### src/rtl/idu_pkg.sv
// Shared encodings for the instruction decode stage: ALU/select/result codes, opcodes, flag bits
// and the packed decode bundle carried from the decoder to the EXU-facing output register.
package idu_pkg;

    localparam logic [4:0] ALU_ADD    = 5'd0;
    localparam logic [4:0] ALU_SUB    = 5'd1;
    localparam logic [4:0] ALU_SLL    = 5'd2;
    localparam logic [4:0] ALU_SLT    = 5'd3;
    localparam logic [4:0] ALU_SLTU   = 5'd4;
    localparam logic [4:0] ALU_XOR    = 5'd5;
    localparam logic [4:0] ALU_SRL    = 5'd6;
    localparam logic [4:0] ALU_SRA    = 5'd7;
    localparam logic [4:0] ALU_OR     = 5'd8;
    localparam logic [4:0] ALU_AND    = 5'd9;
    localparam logic [4:0] ALU_MUL    = 5'd10;
    localparam logic [4:0] ALU_MULH   = 5'd11;
    localparam logic [4:0] ALU_DIV    = 5'd12;
    localparam logic [4:0] ALU_DIVU   = 5'd13;
    localparam logic [4:0] ALU_REM    = 5'd14;
    localparam logic [4:0] ALU_REMU   = 5'd15;
    localparam logic [4:0] ALU_MULHSU = 5'd16;
    localparam logic [4:0] ALU_MULHU  = 5'd17;

    localparam logic [1:0] ALU_A_RS1  = 2'd0;
    localparam logic [1:0] ALU_A_PC   = 2'd1;
    localparam logic [1:0] ALU_A_ZERO = 2'd2;
    localparam logic       ALU_B_RS2  = 1'b0;
    localparam logic       ALU_B_IMM  = 1'b1;

    localparam logic [1:0] RES_ALU = 2'd0;
    localparam logic [1:0] RES_CSR = 2'd1;
    localparam logic [1:0] RES_PC4 = 2'd2;

    localparam logic [1:0] CSR_OP_NONE = 2'd0;
    localparam logic [1:0] CSR_OP_RW   = 2'd1;
    localparam logic [1:0] CSR_OP_RS   = 2'd2;

    localparam logic [6:0] OPC_LUI    = 7'b0110111;
    localparam logic [6:0] OPC_AUIPC  = 7'b0010111;
    localparam logic [6:0] OPC_JAL    = 7'b1101111;
    localparam logic [6:0] OPC_JALR   = 7'b1100111;
    localparam logic [6:0] OPC_BRANCH = 7'b1100011;
    localparam logic [6:0] OPC_LOAD   = 7'b0000011;
    localparam logic [6:0] OPC_STORE  = 7'b0100011;
    localparam logic [6:0] OPC_OPIMM  = 7'b0010011;
    localparam logic [6:0] OPC_OP     = 7'b0110011;
    localparam logic [6:0] OPC_SYSTEM = 7'b1110011;

    localparam int FLAG_LOAD    = 0;
    localparam int FLAG_STORE   = 1;
    localparam int FLAG_BRANCH  = 2;
    localparam int FLAG_JAL     = 3;
    localparam int FLAG_JALR    = 4;
    localparam int FLAG_ECALL   = 5;
    localparam int FLAG_MRET    = 6;
    localparam int FLAG_INVALID = 7;

    typedef struct packed {
        logic [4:0]  rd;
        logic [4:0]  rs1;
        logic [4:0]  rs2;
        logic [31:0] imm;
        logic [4:0]  alu_op;
        logic [1:0]  alu_a_sel;
        logic        alu_b_sel;
        logic [1:0]  result_sel;
        logic [7:0]  flags;
        logic        reg_we;
        logic [1:0]  csr_op;
        logic [11:0] csr_addr;
    } dec_bundle_t;

    // Immediate format is chosen purely by opcode; SYSTEM and unknown opcodes yield zero.
    function automatic logic [31:0] imm_gen(input logic [31:0] inst);
        logic [31:0] imm;
        imm = '0;
        case (inst[6:0])
            OPC_JALR, OPC_LOAD, OPC_OPIMM: imm = {{20{inst[31]}}, inst[31:20]};
            OPC_STORE:  imm = {{20{inst[31]}}, inst[31:25], inst[11:7]};
            OPC_BRANCH: imm = {{19{inst[31]}}, inst[31], inst[7], inst[30:25], inst[11:8], 1'b0};
            OPC_LUI, OPC_AUIPC: imm = {inst[31:12], 12'b0};
            OPC_JAL:    imm = {{11{inst[31]}}, inst[31], inst[19:12], inst[20], inst[30:21], 1'b0};
            default:    imm = '0;
        endcase
        return imm;
    endfunction

endpackage

### src/rtl/idu_decode_comb.sv
// Purely combinational RV32I(+M) instruction -> decode bundle; zero latency, no flow control.
// Optional IDU_RV32M_EN enables the M extension; otherwise funct7=0000001 OP encodings are invalid.
module idu_decode_comb
    import idu_pkg::*;
(
    input  logic [31:0]  inst,
    output dec_bundle_t  bundle
);

    logic [6:0]  opcode;
    logic [2:0]  funct3;
    logic [6:0]  funct7;
    logic        invalid;
    dec_bundle_t b;

    assign opcode = inst[6:0];
    assign funct3 = inst[14:12];
    assign funct7 = inst[31:25];

    always_comb begin
        b            = '0;
        invalid      = 1'b0;
        b.rd         = inst[11:7];
        b.rs1        = inst[19:15];
        b.rs2        = inst[24:20];
        b.imm        = imm_gen(inst);
        b.alu_op     = ALU_ADD;
        b.alu_a_sel  = ALU_A_RS1;
        b.alu_b_sel  = ALU_B_IMM;
        b.result_sel = RES_ALU;
        b.csr_op     = CSR_OP_NONE;

        case (opcode)
            OPC_LUI: begin
                b.alu_a_sel = ALU_A_ZERO;
                b.reg_we    = 1'b1;
            end
            OPC_AUIPC: begin
                b.alu_a_sel = ALU_A_PC;
                b.reg_we    = 1'b1;
            end
            OPC_JAL: begin
                b.alu_a_sel          = ALU_A_PC;
                b.result_sel         = RES_PC4;
                b.reg_we             = 1'b1;
                b.flags[FLAG_JAL]    = 1'b1;
            end
            OPC_JALR: begin
                invalid              = (funct3 != 3'd0);
                b.result_sel         = RES_PC4;
                b.reg_we             = 1'b1;
                b.flags[FLAG_JALR]   = 1'b1;
            end
            OPC_LOAD: begin
                invalid              = (funct3 == 3'd3) || (funct3 == 3'd6) || (funct3 == 3'd7);
                b.reg_we             = 1'b1;
                b.flags[FLAG_LOAD]   = 1'b1;
            end
            OPC_STORE: begin
                invalid              = (funct3 > 3'd2);
                b.flags[FLAG_STORE]  = 1'b1;
            end
            OPC_BRANCH: begin
                invalid              = (funct3 == 3'd2) || (funct3 == 3'd3);
                b.alu_a_sel          = ALU_A_PC;
                b.flags[FLAG_BRANCH] = 1'b1;
            end
            OPC_OPIMM: begin
                b.reg_we = 1'b1;
                case (funct3)
                    3'd0: b.alu_op = ALU_ADD;
                    3'd1: begin
                        b.alu_op = ALU_SLL;
                        invalid  = (funct7 != 7'h00);
                    end
                    3'd2: b.alu_op = ALU_SLT;
                    3'd3: b.alu_op = ALU_SLTU;
                    3'd4: b.alu_op = ALU_XOR;
                    3'd5: begin
                        b.alu_op = (funct7 == 7'h20) ? ALU_SRA : ALU_SRL;
                        invalid  = (funct7 != 7'h00) && (funct7 != 7'h20);
                    end
                    3'd6: b.alu_op = ALU_OR;
                    default: b.alu_op = ALU_AND;
                endcase
            end
            OPC_OP: begin
                b.reg_we    = 1'b1;
                b.alu_b_sel = ALU_B_RS2;
                case (funct7)
                    7'h00: begin
                        case (funct3)
                            3'd0: b.alu_op = ALU_ADD;
                            3'd1: b.alu_op = ALU_SLL;
                            3'd2: b.alu_op = ALU_SLT;
                            3'd3: b.alu_op = ALU_SLTU;
                            3'd4: b.alu_op = ALU_XOR;
                            3'd5: b.alu_op = ALU_SRL;
                            3'd6: b.alu_op = ALU_OR;
                            default: b.alu_op = ALU_AND;
                        endcase
                    end
                    7'h20: begin
                        if (funct3 == 3'd0)      b.alu_op = ALU_SUB;
                        else if (funct3 == 3'd5) b.alu_op = ALU_SRA;
                        else                     invalid  = 1'b1;
                    end
`ifdef IDU_RV32M_EN
                    7'h01: begin
                        case (funct3)
                            3'd0: b.alu_op = ALU_MUL;
                            3'd1: b.alu_op = ALU_MULH;
                            3'd2: b.alu_op = ALU_MULHSU;
                            3'd3: b.alu_op = ALU_MULHU;
                            3'd4: b.alu_op = ALU_DIV;
                            3'd5: b.alu_op = ALU_DIVU;
                            3'd6: b.alu_op = ALU_REM;
                            default: b.alu_op = ALU_REMU;
                        endcase
                    end
`else
                    7'h01: invalid = 1'b1;
`endif
                    default: invalid = 1'b1;
                endcase
            end
            OPC_SYSTEM: begin
                b.csr_addr = inst[31:20];
                case (funct3)
                    3'd0: begin
                        // Privileged forms carry no register operands.
                        if (inst[19:7] != 13'd0)          invalid = 1'b1;
                        else if (inst[31:20] == 12'h000)  b.flags[FLAG_ECALL] = 1'b1;
                        else if (inst[31:20] == 12'h302)  b.flags[FLAG_MRET]  = 1'b1;
                        else if (inst[31:20] != 12'h001)  invalid = 1'b1;
                    end
                    3'd1: begin
                        b.csr_op     = CSR_OP_RW;
                        b.result_sel = RES_CSR;
                        b.reg_we     = 1'b1;
                    end
                    3'd2: begin
                        b.csr_op     = CSR_OP_RS;
                        b.result_sel = RES_CSR;
                        b.reg_we     = 1'b1;
                    end
                    default: invalid = 1'b1;
                endcase
            end
            default: invalid = 1'b1;
        endcase

        // Invalid instructions travel on as inert bundles: no side effects, only the flag.
        if (invalid) begin
            b.reg_we              = 1'b0;
            b.alu_op              = ALU_ADD;
            b.alu_a_sel           = ALU_A_RS1;
            b.alu_b_sel           = ALU_B_IMM;
            b.result_sel          = RES_ALU;
            b.csr_op              = CSR_OP_NONE;
            b.flags               = '0;
            b.flags[FLAG_INVALID] = 1'b1;
        end
    end

    assign bundle = b;

endmodule

### src/rtl/idu_queue_decode.sv
// Decode stage: DEPTH-entry inst/pc queue feeding a registered decoder; first bundle visible one edge after enqueue.
// in_ready depends only on occupancy and flush; output register holds while out_valid && !out_ready. Optional: IDU_RV32M_EN.
module idu_queue_decode
    import idu_pkg::*;
#(
    parameter int DEPTH = 4,
    parameter int CNT_W = $clog2(DEPTH) + 1
) (
    input  logic             clk,
    input  logic             rst_n,
    input  logic             flush,
    input  logic             in_valid,
    output logic             in_ready,
    input  logic [31:0]      in_inst,
    input  logic [31:0]      in_pc,
    output logic             out_valid,
    input  logic             out_ready,
    output logic [31:0]      out_pc,
    output logic [4:0]       out_rd,
    output logic [4:0]       out_rs1,
    output logic [4:0]       out_rs2,
    output logic [31:0]      out_imm,
    output logic [4:0]       out_alu_op,
    output logic [1:0]       out_alu_a_sel,
    output logic             out_alu_b_sel,
    output logic [1:0]       out_result_sel,
    output logic [7:0]       out_flags,
    output logic             out_reg_we,
    output logic [1:0]       out_csr_op,
    output logic [11:0]      out_csr_addr,
    output logic [CNT_W-1:0] occupancy
);

    localparam int PTR_W = $clog2(DEPTH);

    logic [31:0]      inst_mem [DEPTH];
    logic [31:0]      pc_mem   [DEPTH];
    logic [PTR_W-1:0] wr_ptr;
    logic [PTR_W-1:0] rd_ptr;
    logic [CNT_W-1:0] count;
    logic             push;
    logic             load;
    dec_bundle_t      head_bundle;
    dec_bundle_t      out_q;
    logic [31:0]      out_pc_q;
    logic             out_valid_q;

    assign in_ready = (count != CNT_W'(DEPTH)) && !flush;
    assign push     = in_valid && in_ready;
    assign load     = (count != '0) && (!out_valid_q || out_ready);

    idu_decode_comb u_dec (
        .inst   (inst_mem[rd_ptr]),
        .bundle (head_bundle)
    );

    // Storage needs no reset: count gates every read.
    always_ff @(posedge clk) begin
        if (push) begin
            inst_mem[wr_ptr] <= in_inst;
            pc_mem[wr_ptr]   <= in_pc;
        end
    end

    // Power-of-two DEPTH lets the pointers wrap by natural overflow.
    always_ff @(posedge clk or negedge rst_n) begin
        if (!rst_n) begin
            wr_ptr <= '0;
            rd_ptr <= '0;
            count  <= '0;
        end else if (flush) begin
            wr_ptr <= '0;
            rd_ptr <= '0;
            count  <= '0;
        end else begin
            if (push) wr_ptr <= wr_ptr + PTR_W'(1);
            if (load) rd_ptr <= rd_ptr + PTR_W'(1);
            case ({push, load})
                2'b10:   count <= count + CNT_W'(1);
                2'b01:   count <= count - CNT_W'(1);
                default: count <= count;
            endcase
        end
    end

    always_ff @(posedge clk or negedge rst_n) begin
        if (!rst_n) begin
            out_valid_q <= 1'b0;
            out_q       <= '0;
            out_pc_q    <= '0;
        end else if (flush) begin
            out_valid_q <= 1'b0;
        end else if (load) begin
            out_valid_q <= 1'b1;
            out_q       <= head_bundle;
            out_pc_q    <= pc_mem[rd_ptr];
        end else if (out_ready) begin
            out_valid_q <= 1'b0;
        end
    end

    assign out_valid      = out_valid_q;
    assign out_pc         = out_pc_q;
    assign out_rd         = out_q.rd;
    assign out_rs1        = out_q.rs1;
    assign out_rs2        = out_q.rs2;
    assign out_imm        = out_q.imm;
    assign out_alu_op     = out_q.alu_op;
    assign out_alu_a_sel  = out_q.alu_a_sel;
    assign out_alu_b_sel  = out_q.alu_b_sel;
    assign out_result_sel = out_q.result_sel;
    assign out_flags      = out_q.flags;
    assign out_reg_we     = out_q.reg_we;
    assign out_csr_op     = out_q.csr_op;
    assign out_csr_addr   = out_q.csr_addr;
    assign occupancy      = count;

endmodule

### config.mk
export PLATFORM = sky130hd
export DESIGN_NAME = idu_queue_decode
export DESIGN_NICKNAME = d
export VERILOG_FILES = /design/src/rtl/idu_pkg.sv /design/src/rtl/idu_decode_comb.sv /design/src/rtl/idu_queue_decode.sv
export SDC_FILE = /design/constraint.sdc
export NUM_CORES = 1
export LEC_CHECK = 0
export CORE_UTILIZATION = 50
export DETAILED_ROUTE_END_ITERATION = 16
export PLACE_DENSITY = 0.76
export SYNTH_ARGS = -nofsm -noshare
export SYNTH_HDL_FRONTEND = slang
export SYNTH_SLANG_ARGS = --single-unit
### constraint.sdc
create_clock -name clk -period 4.6 [get_ports clk]
set_input_delay 0.46 -clock clk [delete_from_list [all_inputs] [get_ports clk]]
set_output_delay 0.46 -clock clk [all_outputs]
set_load 0.1 [all_outputs]
==> results.toml <==
[synthesis]
synth_top_area_share_pct = 52.4
syn_area_um2 = 14700
synth_flop_cell = "edfxtp_1"
synth_edf_count = 256
ys_seq_area_share_pct = 72.7
synth.top_cells.by_area = "edfxtp_1 52%, dfrtp_1 20%, mux4_2 7.8%"
synth_cells = 925
ys.warnings.count = 0
synthesis.nets = 999
syn-mean-instance-area_um2 = 15.9
async_flop_share_pct = 31.7
synth_area_leader_cell = "edfxtp_1"
ys_types = 60
ys_seq_elements = 375

[place]
io_buffer_count = 184
dp_cells = 1450
globalplace.congestion = 0.892
hpwl_um = 19800

[detailed_routing]
wirelength_um = 32000
drt_iter0_drc = 669
ant_nets = 0
vias = 8578
avgViaCountPerCell = 5.64
dr.pass1.iters = 5
wl_per_cell_um = 21.0
route.detailed.drc = 0

[critical_path]
cp_max_fo = 38
critPathTopFamily = "compound AO/OA/AOI/OAI gates"
cp_slowest_cell = "o31ai_1"
path_class = "reg2reg"
crit_buf_inv = 0
critPathArrivalTime_ns = 4.09
setup.worst_path.end_class = "register"
crit_path_start_kind = "register"
path_cells = "mux4_2, and4b_1, o21a_1, o31ai_1, o21ai_0"
critPathMaxStageDelay_ns = 0.94
required_ns = 4.94

[clocking]
cts_buffer_depth = 3
numCtsBuffers = 38
htreeDepth = 2
cts-root-buf = "clkbuf_16"
cts_resized = 0
clk_latency_ns = 0.53
post-cts-setup-buffers = 0
cts_hold_buf = 0
path_clk_slew_ns = 0.06
cts.sinks = 375
cts_tree = "yes"

[cells_and_area]
fin_util_pct = 63.1
drive_gt1_share_pct = 12.9
multi_input_area_um2 = 3780
area.growth.synth_to_final_pct = 23.9
final-seq-area_um2 = 10700
final_common_cell = "edfxtp_1"
fillCellCount = 2057
final_nets = 1180
finalNonFillerCells = 1521
final_cell_mix = "256 x edfxtp_1, 197 x nand2_1, 183 x clkdlybuf4s50_1"

[sta]
rsz0062_at_grt = "no"
hold_viol_final = 0
tns_ns = 0
finalMaxSlewViolations = 0
worst_clock_skew_ns = 0.0215
relSlewSlack_pct = 22.6
post-route-period-util_pct = 81.4
fmax_ghz = 0.267
setup_viol = 0
period_needed_ns = 3.74
worst_slew_pin_slew_ns = 1.15

[die]
fp.dieW_um = 173
rows = 62
die_h_um = 173
core-area_um2 = 28800
ios = 186
start_util_pct = 50.9
die-area_um2 = 30000

[pwr]
power.switching_mw = 5.00
swShare_pct = 41.0
p_total_mw = 12.2
p_seq_share_pct = 36.3
p_leak_nw = 6.60
combPwrFrac_pct = 37.9
ir_drop_v = 0.000569
power_density_nw_per_um2 = 672
internal_power_mw = 7.20
p_clk_share_pct = 25.8

[grt]
grt_pass1_wl_um = 49200
grt_max_degree = 74
grt_pass1_vias = 8603
grt_antenna_before_repair = 2
track_usage_pct = 21.5
grt-ovfl-total = 0

[run_status]
outcome = "completed"

[min_path]
hold_class = "in2async"

[run]
cap_viol_max_count = 0
## power groups by stage
stage	sequential [mW]	combinational (mW)	clock, mW
after floorplan	6.38	1.55	0
after global placement	4.48	4.59	0
after detailed placement	4.50	4.63	0
after CTS	4.44	4.64	3.19
after global routing	4.49	4.84	3.31
final	4.43	4.62	3.15
## worst reg2reg max path: stages (launching register included)
cell	delay, ns
dfrtp_4	0.93
mux4_2	0.80
and4b_1	0.34
o21a_1	0.29
o31ai_1	0.94
o21ai_0	0.26
## area by class of cell
| cell class | instances | area share, % |
|---|---|---|
| tap | 384 | 2.65 |
| clock buffer | 48 | 5.83 |
| inverter | 5 | 0.103 |
| antenna | 1 | 0.0138 |
| sequential | 375 | 58.8 |
| clock inverter | 22 | 1.30 |
| multi-input combinational | 493 | 20.8 |
| timing repair buffer | 193 | 10.5 |
## synth_stat cells (3+ instances only)
cell type and number:
and3_1 4, nor4_1 6, and2_1 5, or2_2 5, edfxtp_1 256, buf_2 5, mux4_1 13, mux4_2 51
buf_1 9, xnor2_1 5, dfrtp_1 119, clkbuf_1 33, xor2_1 4, nand3_1 8, nor2_1 36, o31ai_1 3
ha_1 4, a21oi_1 27, o32ai_1 3, inv_1 5, a221oi_1 4, nand2b_1 8, a22o_1 21, a32o_1 4
nor3_1 6, nand2_1 197, nor2b_1 7, nand4_1 3, nand3b_1 3, o21ai_0 30
## registers in the layout, summed over array words and instances, names as in the netlist
register,cells
out_rs2,5
out_alu_op,4
out_alu_a_sel,2
pc_mem,128
occupancy,3
out_reg_we,1
out_valid,1
out_flags,8
out_imm,32
out_alu_b_sel,1
out_csr_op,2
out_csr_addr,12
out_pc,32
inst_mem,128
out_rs1,5
rd_ptr,2
out_rd,5
out_result_sel,2
wr_ptr,2
## through the flow
step | cell area [µm²] | setup slack (ns) | hold WS [ns]
after CTS | 18200 | 0.858 | 0.143
after global placement | 16900 | 1.05 | 0.458
final | 18200 | 0.857 | 0.0867
after floorplan | 14700 | 0.344 | 0.164
after detailed placement | 16900 | 0.900 | 0.462
after global routing | 18200 | 0.631 | 0.184
## path summary, 6_finish.rpt
check | start | end | slack [ns] | cells past startpoint
min | rst_n | out_rs1[4]$_DFFE_PN0P_ | 0.09 | 1
min in group clk | out_pc[25]$_DFFE_PN0P_ | out_pc[25]$_DFFE_PN0P_ | 0.47 | 2
max reg2reg | rd_ptr[0]$_DFFE_PN0P_ | out_imm[14]$_DFFE_PN0P_ | 0.86 | 5
min reg2reg | out_pc[25]$_DFFE_PN0P_ | out_pc[25]$_DFFE_PN0P_ | 0.47 | 2
max in group asynchronous | rst_n | out_csr_addr[5]$_DFFE_PN0P_ | 3.37 | 2
max | rd_ptr[0]$_DFFE_PN0P_ | out_imm[14]$_DFFE_PN0P_ | 0.86 | 5
## per-layer routing
layer	global-route usage, %	vias to the layer above	part of all wire, %
li1	-	3864	-
met1	29.8	4340	43
met2	34.9	317	48
met3	4.52	53	6.7
met4	6.12	4	2.0
met5	0	-	0.078
## cells by family (layout without fill, tap and decap cells)
logic type               Yosys count  in the layout  share of synthesized area, %
flip-flops                       375            375                          72.7
AND/OR/NAND/NOR                  300            300                          8.96
AO/OA/AOI/OAI                    111            111                          5.15
multiplexers                      67             67                          10.4
buffers and inverters             57            268                          1.73
XOR/XNOR                           9              9                         0.538
adder cells (fa/ha/maj)            5              5                         0.478
other                              1              2                        0.0256
Note: power is estimated with default switching activity, not from simulation.
